### src/rtl/pipeline_sequencer.sv
// pipeline_sequencer: per-cycle advance/hold/flush control for the 5-stage MIPS pipeline
// Ports: i_clock/i_reset (async, active-high); i_start, i_mode_step, i_step run/step debug control;
// i_halt, i_jump, i_branch_taken, load-use operands as hazard inputs;
// o_pc_enable, o_IF_ID_enable, o_pipe_enable, o_IF_ID_flush, o_ID_EX_flush drive the stages;
// o_halted, o_busy, o_cycle_count report status.
module pipeline_sequencer #(
  parameter int NB_REG       = 5,
  parameter int NB_COUNT     = 32,
  parameter int DRAIN_CYCLES = 3
) (
  input  logic                i_clock,
  input  logic                i_reset,
  input  logic                i_start,
  input  logic                i_mode_step,
  input  logic                i_step,
  input  logic                i_halt,
  input  logic                i_jump,
  input  logic                i_branch_taken,
  input  logic                i_ID_EX_mem_read,
  input  logic [NB_REG-1:0]   i_ID_EX_rt,
  input  logic [NB_REG-1:0]   i_IF_ID_rs,
  input  logic [NB_REG-1:0]   i_IF_ID_rt,
  output logic                o_pc_enable,
  output logic                o_IF_ID_enable,
  output logic                o_pipe_enable,
  output logic                o_IF_ID_flush,
  output logic                o_ID_EX_flush,
  output logic                o_halted,
  output logic                o_busy,
  output logic [NB_COUNT-1:0] o_cycle_count
);
  localparam int NB_DRAIN = $clog2(DRAIN_CYCLES + 1);
  typedef enum logic [2:0] {IDLE, RUN, STEP, DRAIN, HALTED} state_t;
  state_t state, state_nxt;
  logic [NB_DRAIN-1:0] drain_cnt, drain_nxt;
  logic step_prev, stall, advance;
  assign advance = state == RUN || state == STEP;
  assign stall = i_ID_EX_mem_read && i_ID_EX_rt != '0 &&
                 (i_ID_EX_rt == i_IF_ID_rs || i_ID_EX_rt == i_IF_ID_rt);
  always_ff @(posedge i_clock or posedge i_reset) begin
    if (i_reset) begin
      state         <= IDLE;
      drain_cnt     <= '0;
      step_prev     <= 1'b0;
      o_cycle_count <= '0;
    end else begin
      state     <= state_nxt;
      drain_cnt <= drain_nxt;
      step_prev <= i_step;
      if (o_busy && !(&o_cycle_count)) o_cycle_count <= o_cycle_count + 1'b1;
    end
  end
  always_comb begin
    state_nxt      = state;
    drain_nxt      = drain_cnt;
    o_pc_enable    = 1'b0;
    o_IF_ID_enable = 1'b0;
    o_pipe_enable  = 1'b0;
    o_IF_ID_flush  = 1'b0;
    o_ID_EX_flush  = 1'b0;
    o_busy         = advance || state == DRAIN;
    o_halted       = state == HALTED;
    if (o_busy) begin
      if (i_branch_taken) begin
        o_pc_enable    = 1'b1;
        o_IF_ID_enable = 1'b1;
        o_pipe_enable  = 1'b1;
        o_IF_ID_flush  = 1'b1;
        o_ID_EX_flush  = 1'b1;
      end else if (state == DRAIN || (!stall && i_halt)) begin
        o_pipe_enable = 1'b1;
        o_IF_ID_flush = 1'b1;
      end else if (stall) begin
        o_pipe_enable = 1'b1;
        o_ID_EX_flush = 1'b1;
      end else begin
        o_pc_enable    = 1'b1;
        o_IF_ID_enable = 1'b1;
        o_pipe_enable  = 1'b1;
        o_IF_ID_flush  = i_jump;
      end
    end
    case (state)
      IDLE:
        state_nxt = (i_start && !i_mode_step) ? RUN :
                    (i_step && !step_prev && i_mode_step) ? STEP : IDLE;
      RUN, STEP:
        if (!i_branch_taken && !stall && i_halt) begin
          state_nxt = DRAIN;
          drain_nxt = NB_DRAIN'(DRAIN_CYCLES);
        end else begin
          state_nxt = (state == STEP || i_mode_step) ? IDLE : RUN;
        end
      DRAIN:
        if (i_branch_taken) begin
          state_nxt = i_mode_step ? IDLE : RUN;
        end else begin
          state_nxt = drain_cnt == NB_DRAIN'(1) ? HALTED : DRAIN;
          drain_nxt = drain_cnt - 1'b1;
        end
      default: state_nxt = state;
    endcase
  end
endmodule

### config.mk
export PLATFORM = sky130hd
export DESIGN_NAME = pipeline_sequencer
export DESIGN_NICKNAME = d
export VERILOG_FILES = /design/src/rtl/pipeline_sequencer.sv
export SDC_FILE = /design/constraint.sdc
export NUM_CORES = 1
export LEC_CHECK = 0
export ABC_AREA = 0
export BUFFER_PORTS_ARGS = -buffer_cell sky130_fd_sc_hd__buf_4
export CAP_MARGIN = 20
export CORE_ASPECT_RATIO = 0.9
export CORE_MARGIN = 2
export CORE_UTILIZATION = 25
export CTS_CLUSTER_SIZE = 30
export DETAILED_ROUTE_END_ITERATION = 10
export HOLD_SLACK_MARGIN = 0.06
export PLACE_DENSITY = 0.44
export SLEW_MARGIN = 20
export SYNTH_ARGS = -nofsm -noshare
export SYNTH_HDL_FRONTEND = slang
export SYNTH_SLANG_ARGS = --single-unit
### constraint.sdc
create_clock -name i_clock -period 2.2 [get_ports i_clock]
set_clock_uncertainty 0.1 [all_clocks]
set_input_delay 0.11 -clock i_clock [delete_from_list [all_inputs] [get_ports i_clock]]
set_output_delay 0.11 -clock i_clock [all_outputs]
set_load 0.02 [all_outputs]
Word-level counts from Yosys, hierarchy flattened

Cells that the tools add are included.

Register bits after elaboration: 38
Output and inout bits: 39

$add $sub $neg: 2
Eq/ne operators: 9
Multiplexer cells: 24
Reduce and logical (&&, ||, !) cells: 26

Operator list:

| kind                                              | number |
|---|---|
| adder 32 x 1 -> 32 bit (second input constant)    | 1 |
| AND reduction 32 bit                              | 1 |
| 2-to-1 mux 1 bit                                  | 15 |
| == test 5 bit                                     | 2 |
| 2-to-1 mux 2 bit                                  | 5 |
| logical AND 1 bit                                 | 9 |
| one-hot mux 3 bit (3 select lines)                | 1 |
| == test 3 x 2 -> 1 bit (second input constant)    | 2 |
| 2-to-1 mux 3 bit                                  | 2 |
| zero test 1 bit                                   | 5 |
| logical OR 1 bit                                  | 5 |
| nonzero test 5 bit                                | 1 |
| inequality test 2 bit (second input constant)     | 2 |
| one-hot mux 2 bit (2 select lines)                | 1 |
| == test 3 x 1 -> 1 bit (second input constant)    | 1 |
| == test 3 bit (second input constant)             | 1 |
| zero test 3 bit                                   | 1 |
| AND reduction 3 bit                               | 1 |
| nonzero test 3 bit                                | 1 |
| == test 2 x 1 -> 1 bit (second input constant)    | 1 |
| nonzero test 2 bit                                | 1 |
| OR reduction 2 bit                                | 1 |
| subtractor 2 x 1 -> 2 bit (second input constant) | 1 |

Depth between registers and ports, before layout

Gate-level depths: netlist of the first run.

Depth in word-level cells: 9
Depth in mapped cells: 8

Worst setup path before layout of the first run

No wires, ideal clock.

Path kind: in2out
Start point: input port i_ID_EX_rt[1]
End point: output port o_pc_enable
Arrival: 2.075 ns
Required time: 1.990 ns
Path slack: -0.085 ns
Stages: 5
Buffers on the path: 1
Cells stage by stage: or4_1 > o21ai_1 > nor2_1 > o41ai_1 > buf_4

Cells in the longest elaborated chain, start to end: 9

RTL lines:

| element                                               | RTL line | source |
|---|---|---|
| start, declared                                       | 20       | `input logic [NB_REG-1:0] i_ID_EX_rt,` |
| == test 5 bit or nonzero test 5 bit (tied branches)   | 39, 38   |  |
| logical OR 1 bit or logical AND 1 bit (tied branches) | 39, 38   |  |
| logical AND 1 bit *                                   | 38       | `assign stall = i_ID_EX_mem_read && i_ID_EX_rt != '0 &&` |
| zero test 1 bit                                       | 70       | `end else if (state == DRAIN \|\| (!stall && i_halt)) begin` |
| logical AND 1 bit                                     | 70       |  |
| logical OR 1 bit                                      | 70       |  |
| 2-to-1 mux 1 bit * (3 in a row)                       | --       |  |
| end, declared                                         | 23       | `output logic o_pc_enable,` |

Every way passes the cells marked *; elsewhere a longest branch is shown, timed or not.

Worst setup path after layout of the first run

Start point: register o_cycle_count[0]
End point: register o_cycle_count[24]

Cells in the longest elaborated chain, start to end: 3

RTL lines:

| element                                                                        | RTL line | source |
|---|---|---|
| start, declared                                                                | 30       | `output logic [NB_COUNT-1:0] o_cycle_count` |
| start signal, assigned                                                         | 50       | `if (o_busy && !(&o_cycle_count)) o_cycle_count <= o_cycle_count + 1'b1;` |
| parallel branches: the longest is 3 deep, another holds adder 32 x 1 -> 32 bit | --       |  |

Parallel ways; which one is timed is not known.
A chain may end at the register's enable or synchronous reset.

==> results_dict.tcl, run 1 <==
set metrics [dict create \
    status "finished, final reports clean" \
    avgSynthCellArea_um2 9.62 \
    io_pins 63 \
    seqPwrFrac_pct 34.5 \
    p_int_mw 1.68 \
    start_util_pct 26.0 \
    r2r_cells 6 \
    slew_headroom_pct 66.0 \
    crit_required_ps 2270 \
    antenna_left 0 \
    whs_path_depth 3 \
    leakage_nw 1.51 \
    synthTopCellsByArea "dfrtp_1 45%, xor2_1 13%, nor2_1 4.8%" \
    powerDensity_nw_per_um2 892 \
    fin_hold_ws_ps 65.9 \
    swShare_pct 37.3 \
    p_switching_mw 0.996 \
    crit_chain "ha_1 -> nand4_1 -> or4_4 -> o211ai_2 -> nor3_1 -> xor2_1" \
    synth_cell_type_count 46 \
    yosys_register_bits 38 \
    critical_path_class "register to register" \
    gp_congestion 0.782 \
    cts.clk_slew.worst_paths_ps 80 \
    clock_tree.root_cell "clkbuf_8" \
    crit_family "simple AND/OR/NAND/NOR gates" \
    endpoint_kind "register" \
    die_y_um 91.3 \
    regArea_um2 951 \
    final-hold-violation-count 0 \
    worst_slew_pin_slew_ps 510 \
    crit_buf_inv 0 \
    synth_edf_count 0 \
    wire_per_inst_um 14.3 \
    track_usage_pct 13.1 \
    cts_sinks 38 \
    synth_nets 246 \
    cp_slowest_cell "or4_4" \
    dieArea_um2 9220 \
    cts_tree "done" \
    synth.largest_area_cell "dfrtp_1" \
    detailed_place_hpwl_um 4480 \
    first_pass_iters 4 \
    clkPwrFrac_pct 22.2 \
    async_flop_share_pct 100 \
    synthToLayoutAreaGrowth_pct 41.5 \
    insertion_delay_ps 290 \
    coreArea_um2 8150 \
    nFillCells 858 \
    vias 1918 \
    cts_max_path_buffers 2 \
    grt_pass1_wl_um 9490 \
    final_net_count 335 \
    critPathLaunchType "register" \
    r2r_start "o_cycle_count[0]$_DFFE_PP0P_" \
    timing.final.max_slew_violations 0 \
    drc 0 \
    cp_max_fo 7 \
    netlist_area_um2 2120 \
    hold_end "state[0]$_DFFE_PP0P_" \
    max-cap-violations 0 \
    setup_tns_ps 0 \
    vias_per_cell 4.69 \
    multi_input_area_um2 1130 \
    min_from "i_start" \
    drive_gt1_share_pct 33.2 \
    crit_arrival_ps 2160 \
    antennaDiodeCount 0 \
    fmax_mhz 479 \
    die_w_um 101 \
    synth_top_area_share_pct 44.9 \
    synth_common_cells "38 x dfrtp_1, 31 x xor2_1, 27 x nor2_1, 14 x nand2_1, 13 x nand3_1" \
    portBuffers 62 \
    synth_flop_cell "dfrtp_1" \
    grt_pass1_vias 1836 \
    r2r_slack_ps 110 \
    hp-class "input pin to register" \
    cp_slowest_stage_delay_ps 580 \
    combPwrFrac_pct 43.3 \
    grt-ovfl-total 0 \
    ys.warnings.count 0 \
    grt_max_degree 39 \
    post-synth-top-count-cell "dfrtp_1" \
    fin_crit_sh_pct 94.8 \
    std_cell_rows 31 \
    grt_setup_unrepaired "no" \
    htree_levels 2 \
    synthCells 220 \
    ys_seq_area_share_pct 44.9 \
    final-setup-viol-count 0 \
    first_iter_violations 49 \
    cts_made_buffers 5 \
    period_minus_slack_ps 2090 \
    peakVddDrop_mv 0.306 \
    r2r_end "o_cycle_count[24]$_DFFE_PP0P_" \
    antenna_found_initial 0 \
    wirelength_um 5830 \
]
worst register-to-register path, delay by kind of cell (launching register included):
kind | cells | cell delay (ps)
AOI/OAI and AO/OA | 1 | 360
xor gates and xnor gates | 1 | 160
and+or+nand+nor | 3 | 820
adders and majority gates | 1 | 190
DFF | 1 | 350
repair_timing:
item | 4_1_cts | 5_1_grt
endpoints found under the setup margin | 0 | 3
gates resized for setup | 0 | 1
buffers inserted | 0 | 0
hold buffers | 3 | 0
hold endpoints to repair | 40 | 0
worst max-delay path by stage:
stage,startpoint,end,slack [ps],depth (start not counted)
2_1_floorplan,o_cycle_count[0]$_DFFE_PP0P_,o_cycle_count[13]$_DFFE_PP0P_,10,6
3_3_place_gp,o_cycle_count[0]$_DFFE_PP0P_,o_cycle_count[24]$_DFFE_PP0P_,170,6
3_5_place_dp,o_cycle_count[0]$_DFFE_PP0P_,o_cycle_count[20]$_DFFE_PP0P_,130,6
4_1_cts,state[1]$_DFFE_PP0P_,o_IF_ID_enable,50,7
5_1_grt,o_cycle_count[0]$_DFFE_PP0P_,o_cycle_count[20]$_DFFE_PP0P_,9,6
6_report,o_cycle_count[0]$_DFFE_PP0P_,o_cycle_count[24]$_DFFE_PP0P_,110,6
per-stage QoR:
step           power, mW  setup slack [ps]  area, um2  instances  utilization (%)
3_3_place_gp        2.08               166       2850        398             35.0
2_1_floorplan       1.59              11.2       2120        220                -
5_1_grt             2.84              9.23       3000        409             36.8
4_1_cts             2.68              54.9       2990        409             36.7
6_report            2.67               114       3000        409             36.8
3_5_place_dp        2.08               126       2850        398             35.0
power by group through the flow:
stage	logic, mW	clock network (mW)	registers, mW
after floorplan	0.590	0	0.996
after global placement	1.15	0	0.932
after detailed placement	1.15	0	0.932
after CTS	1.16	0.607	0.918
after global routing	1.26	0.639	0.941
final	1.16	0.592	0.922
registers in the layout, summed over array words and instances (netlist names):
name,cells
o_cycle_count,32
state,3
drain_cnt,2
step_prev,1
cell usage in the layout, fill, tap and decap left out, types with 3 or more instances in the layout:
cell type	instances
a31oi_1	3
nand2_1	14
dlygate4sd3_1	3
nand3_1	13
xor2_1	31
inv_1	4
o21ai_0	4
nand4_1	11
dfrtp_1	38
xnor2_1	9
clkbuf_8	5
nor4_1	3
buf_4	85
and3_1	7
nor2_1	27
nor3_1	12
layer usage:
metal	global-route usage, %	wire length, um	vias to the layer above
met5	0	0	-
met3	2.85	224	4
met4	3.38	43	0
met1	19.4	2980	918
li1	-	-	963
met2	19.2	2580	33
cell type report:
class                   instances  share of cell area, %
clock buffers                   7                   2.55
clock inverters                 1                   1.00
inverters                       5                  0.627
multi-input cells             171                   37.6
flip-flops and latches         38                   31.7
well taps                      99                   4.14
repair buffers                 88                   22.3
logic make-up (layout without fill, tap and decap cells):
kind of cell | Yosys count | count (layout) | share of synthesized area, %
AO/OA/AOI/OAI | 23 | 23 | 7.98
multiplexers | 1 | 1 | 0.532
flip-flops | 38 | 38 | 44.9
AND/OR/NAND/NOR | 105 | 105 | 26.3
buffers and inverters | 11 | 101 | 2.54
XOR/XNOR | 40 | 40 | 16.5
adder cells (fa/ha/maj) | 2 | 2 | 1.18
Note: power is estimated with default switching activity, not from simulation.
==> run 2, diff against run 1 <==
==> constraint.sdc (replaced) <==
create_clock -name i_clock -period 1.9 [get_ports i_clock]
set_clock_uncertainty 0.1 [all_clocks]
set_input_delay 0.095 -clock i_clock [delete_from_list [all_inputs] [get_ports i_clock]]
set_output_delay 0.095 -clock i_clock [all_outputs]
set_load 0.02 [all_outputs]
==> run 2 against run 1 <==
The flow now finishes with violations (setup timing). Combinational power increased by 46%. Clock-buffer cell count unchanged. Sequential share of layout area decreased by 3.6 points. Final cell count increased by 8.1%. Setup slack got worse by 150 ps. Die area unchanged. Largest cell class unchanged. Clock power about the same. Routed wire length increased by 7.7%. First-iteration DRC count increased by 130%. Highest routed layer unchanged. Power increased by 25%. Largest power group unchanged. Core utilization increased by 5.2 points.
==> results_dict.tcl, run 2 (synthesis results as in run 1) <==
set metrics [dict create \
    nFillCells 820 \
    final_area_um2 3420 \
    coreArea_um2 8150 \
    fmax_mhz 515 \
    timing.final.max_slew_violations 0 \
    layout_commonest_cell "buf_4" \
    die_w_um 101 \
    final_cell_mix "112 x buf_4, 31 x xor2_1, 29 x dfrtp_1, 23 x nor2_1, 13 x nand2_1" \
    cts_tree "done" \
    start_util_pct 26.0 \
    critPathLaunchType "register" \
    timing.final.ws_setup_ps -40.6 \
    regArea_um2 962 \
    final-setup-viol-count 9 \
    worst_slew_pin_slew_ps 506 \
    dpl.cell_count 427 \
    vias 2079 \
    peakVddDrop_mv 0.579 \
    antennaDiodeCount 0 \
    reg_top3 "o_cycle_count: 32 flops, state: 3 flops, drain_cnt: 2 flops" \
    cts_max_path_buffers 2 \
    cts_made_buffers 5 \
    wire_per_inst_um 14.2 \
    endpoint_kind "register" \
    crit_arrival_ps 2020 \
    top_register "o_cycle_count" \
    final-hold-violation-count 0 \
    crit_required_ps 1980 \
    cts_sinks 38 \
    grt_pass1_vias 1961 \
    antenna_left 0 \
    status "complete, but fails checks" \
    grt_pass1_wl_um 10100 \
    gp_congestion 0.768 \
    cp_max_fo 4 \
    synthToLayoutAreaGrowth_pct 61.4 \
    dieArea_um2 9220 \
    vias_per_cell 4.70 \
    fin_util_pct 42.0 \
    drive_gt1_share_pct 48.4 \
    portBuffers 62 \
    std_cell_rows 31 \
    multi_input_area_um2 1270 \
    cts.clk_slew.worst_paths_ps 70 \
    antenna_found_initial 0 \
    dpl_cell_area_um2 3110 \
    htree_levels 2 \
    leakage_nw 1.67 \
    detailed_place_hpwl_um 4820 \
    powerDensity_nw_per_um2 979 \
    track_usage_pct 13.9 \
    grt_max_degree 39 \
    critical_path_class "register to register" \
    fin_crit_sh_pct 102 \
    drc 0 \
    period_minus_slack_ps 1940 \
    fin_cells 442 \
    setup_tns_ps -234 \
    clock_tree.root_cell "clkbuf_8" \
    hp-class "input pin to register" \
    die_y_um 91.3 \
    final_net_count 368 \
    wirelength_um 6280 \
    first_pass_iters 4 \
    grt-ovfl-total 0 \
    slew_headroom_pct 66.3 \
    max-cap-violations 0 \
    violations "setup timing" \
    insertion_delay_ps 300 \
    io_pins 63 \
    first_iter_violations 114 \
    grt_setup_unrepaired "yes" \
    largest_register_ffs 32 \
]
[run 2: cell count changes in the layout (fill, tap and decap cells not counted), sizes merged]
cell / change
buf: +31
bufinv: -1
dlygate4sd3: +2
inv: +1
[run 2: worst max-delay path, stage by stage, from the launching register on]
cell      delay (ps)
dfrtp_2          390
ha_4             140
nand4_1           90
or4_4            560
o211ai_2         210
buf_6            140
nor2_1            50
xor2_1           140
[run 2: metrics by stage]
step	worst slack [ps]	hold slack [ps]	power, mW
3_3_place_gp	-8.13	116	2.60
2_1_floorplan	-112	26.4	1.87
4_1_cts	-39.2	124	3.24
6_report	-40.6	123	3.34
5_1_grt	-116	157	3.59
3_5_place_dp	-32.8	118	2.60
[run 2: worst paths after layout]
kind	from	end	slack (ps)	cells after the start
worst max register to register	o_cycle_count[1]$_DFFE_PP0P_	o_cycle_count[22]$_DFFE_PP0P_	-40	7
worst min register to register	o_cycle_count[28]$_DFFE_PP0P_	o_cycle_count[28]$_DFFE_PP0P_	410	1
max in group asynchronous	i_reset	o_cycle_count[0]$_DFFE_PP0P_	940	4
min in group asynchronous	i_reset	o_cycle_count[8]$_DFFE_PP0P_	380	4
worst min-delay path	i_branch_taken	drain_cnt[0]$_DFFE_PP0P_	120	3
worst max-delay path	o_cycle_count[1]$_DFFE_PP0P_	o_cycle_count[22]$_DFFE_PP0P_	-40	7
[run 2: layout make-up]
class / count / share of cell area, %
Tap cell: 99 / 3.63
Multi-Input combinational cell: 171 / 37.3
Timing Repair Buffer: 121 / 27.6
Clock inverter: 1 / 0.146
Inverter: 5 / 0.622
Clock buffer: 7 / 2.53
Sequential cell: 38 / 28.2
[run 2: what timing repair did]
item,in CTS,in global routing
resized for setup,5,24
setup endpoints to repair,11,21
pin swaps,0,8
endpoints found under the hold margin,42,0
setup buffers,1,1
hold buffers,5,0
[run 2: where the power goes]
| group | leakage [nW] | total, mW | switching, mW | internal, mW |
|---|---|---|---|---|
| clock | 0.0482 | 0.591 | 0.298 | 0.293 |
| sequential | 0.495 | 1.06 | 0.110 | 0.950 |
| combinational | 1.13 | 1.69 | 0.859 | 0.835 |
[run 2: per-layer routing]
| metal | up-vias | part of all wire, % | GRT usage, % |
|---|---|---|---|
| met5 | - | 0 | 0 |
| met4 | 0 | 0.92 | 3.38 |
| met3 | 6 | 4.0 | 2.85 |
| met2 | 40 | 45 | 19.7 |
| met1 | 1005 | 50 | 21.5 |
| li1 | 1028 | - | - |
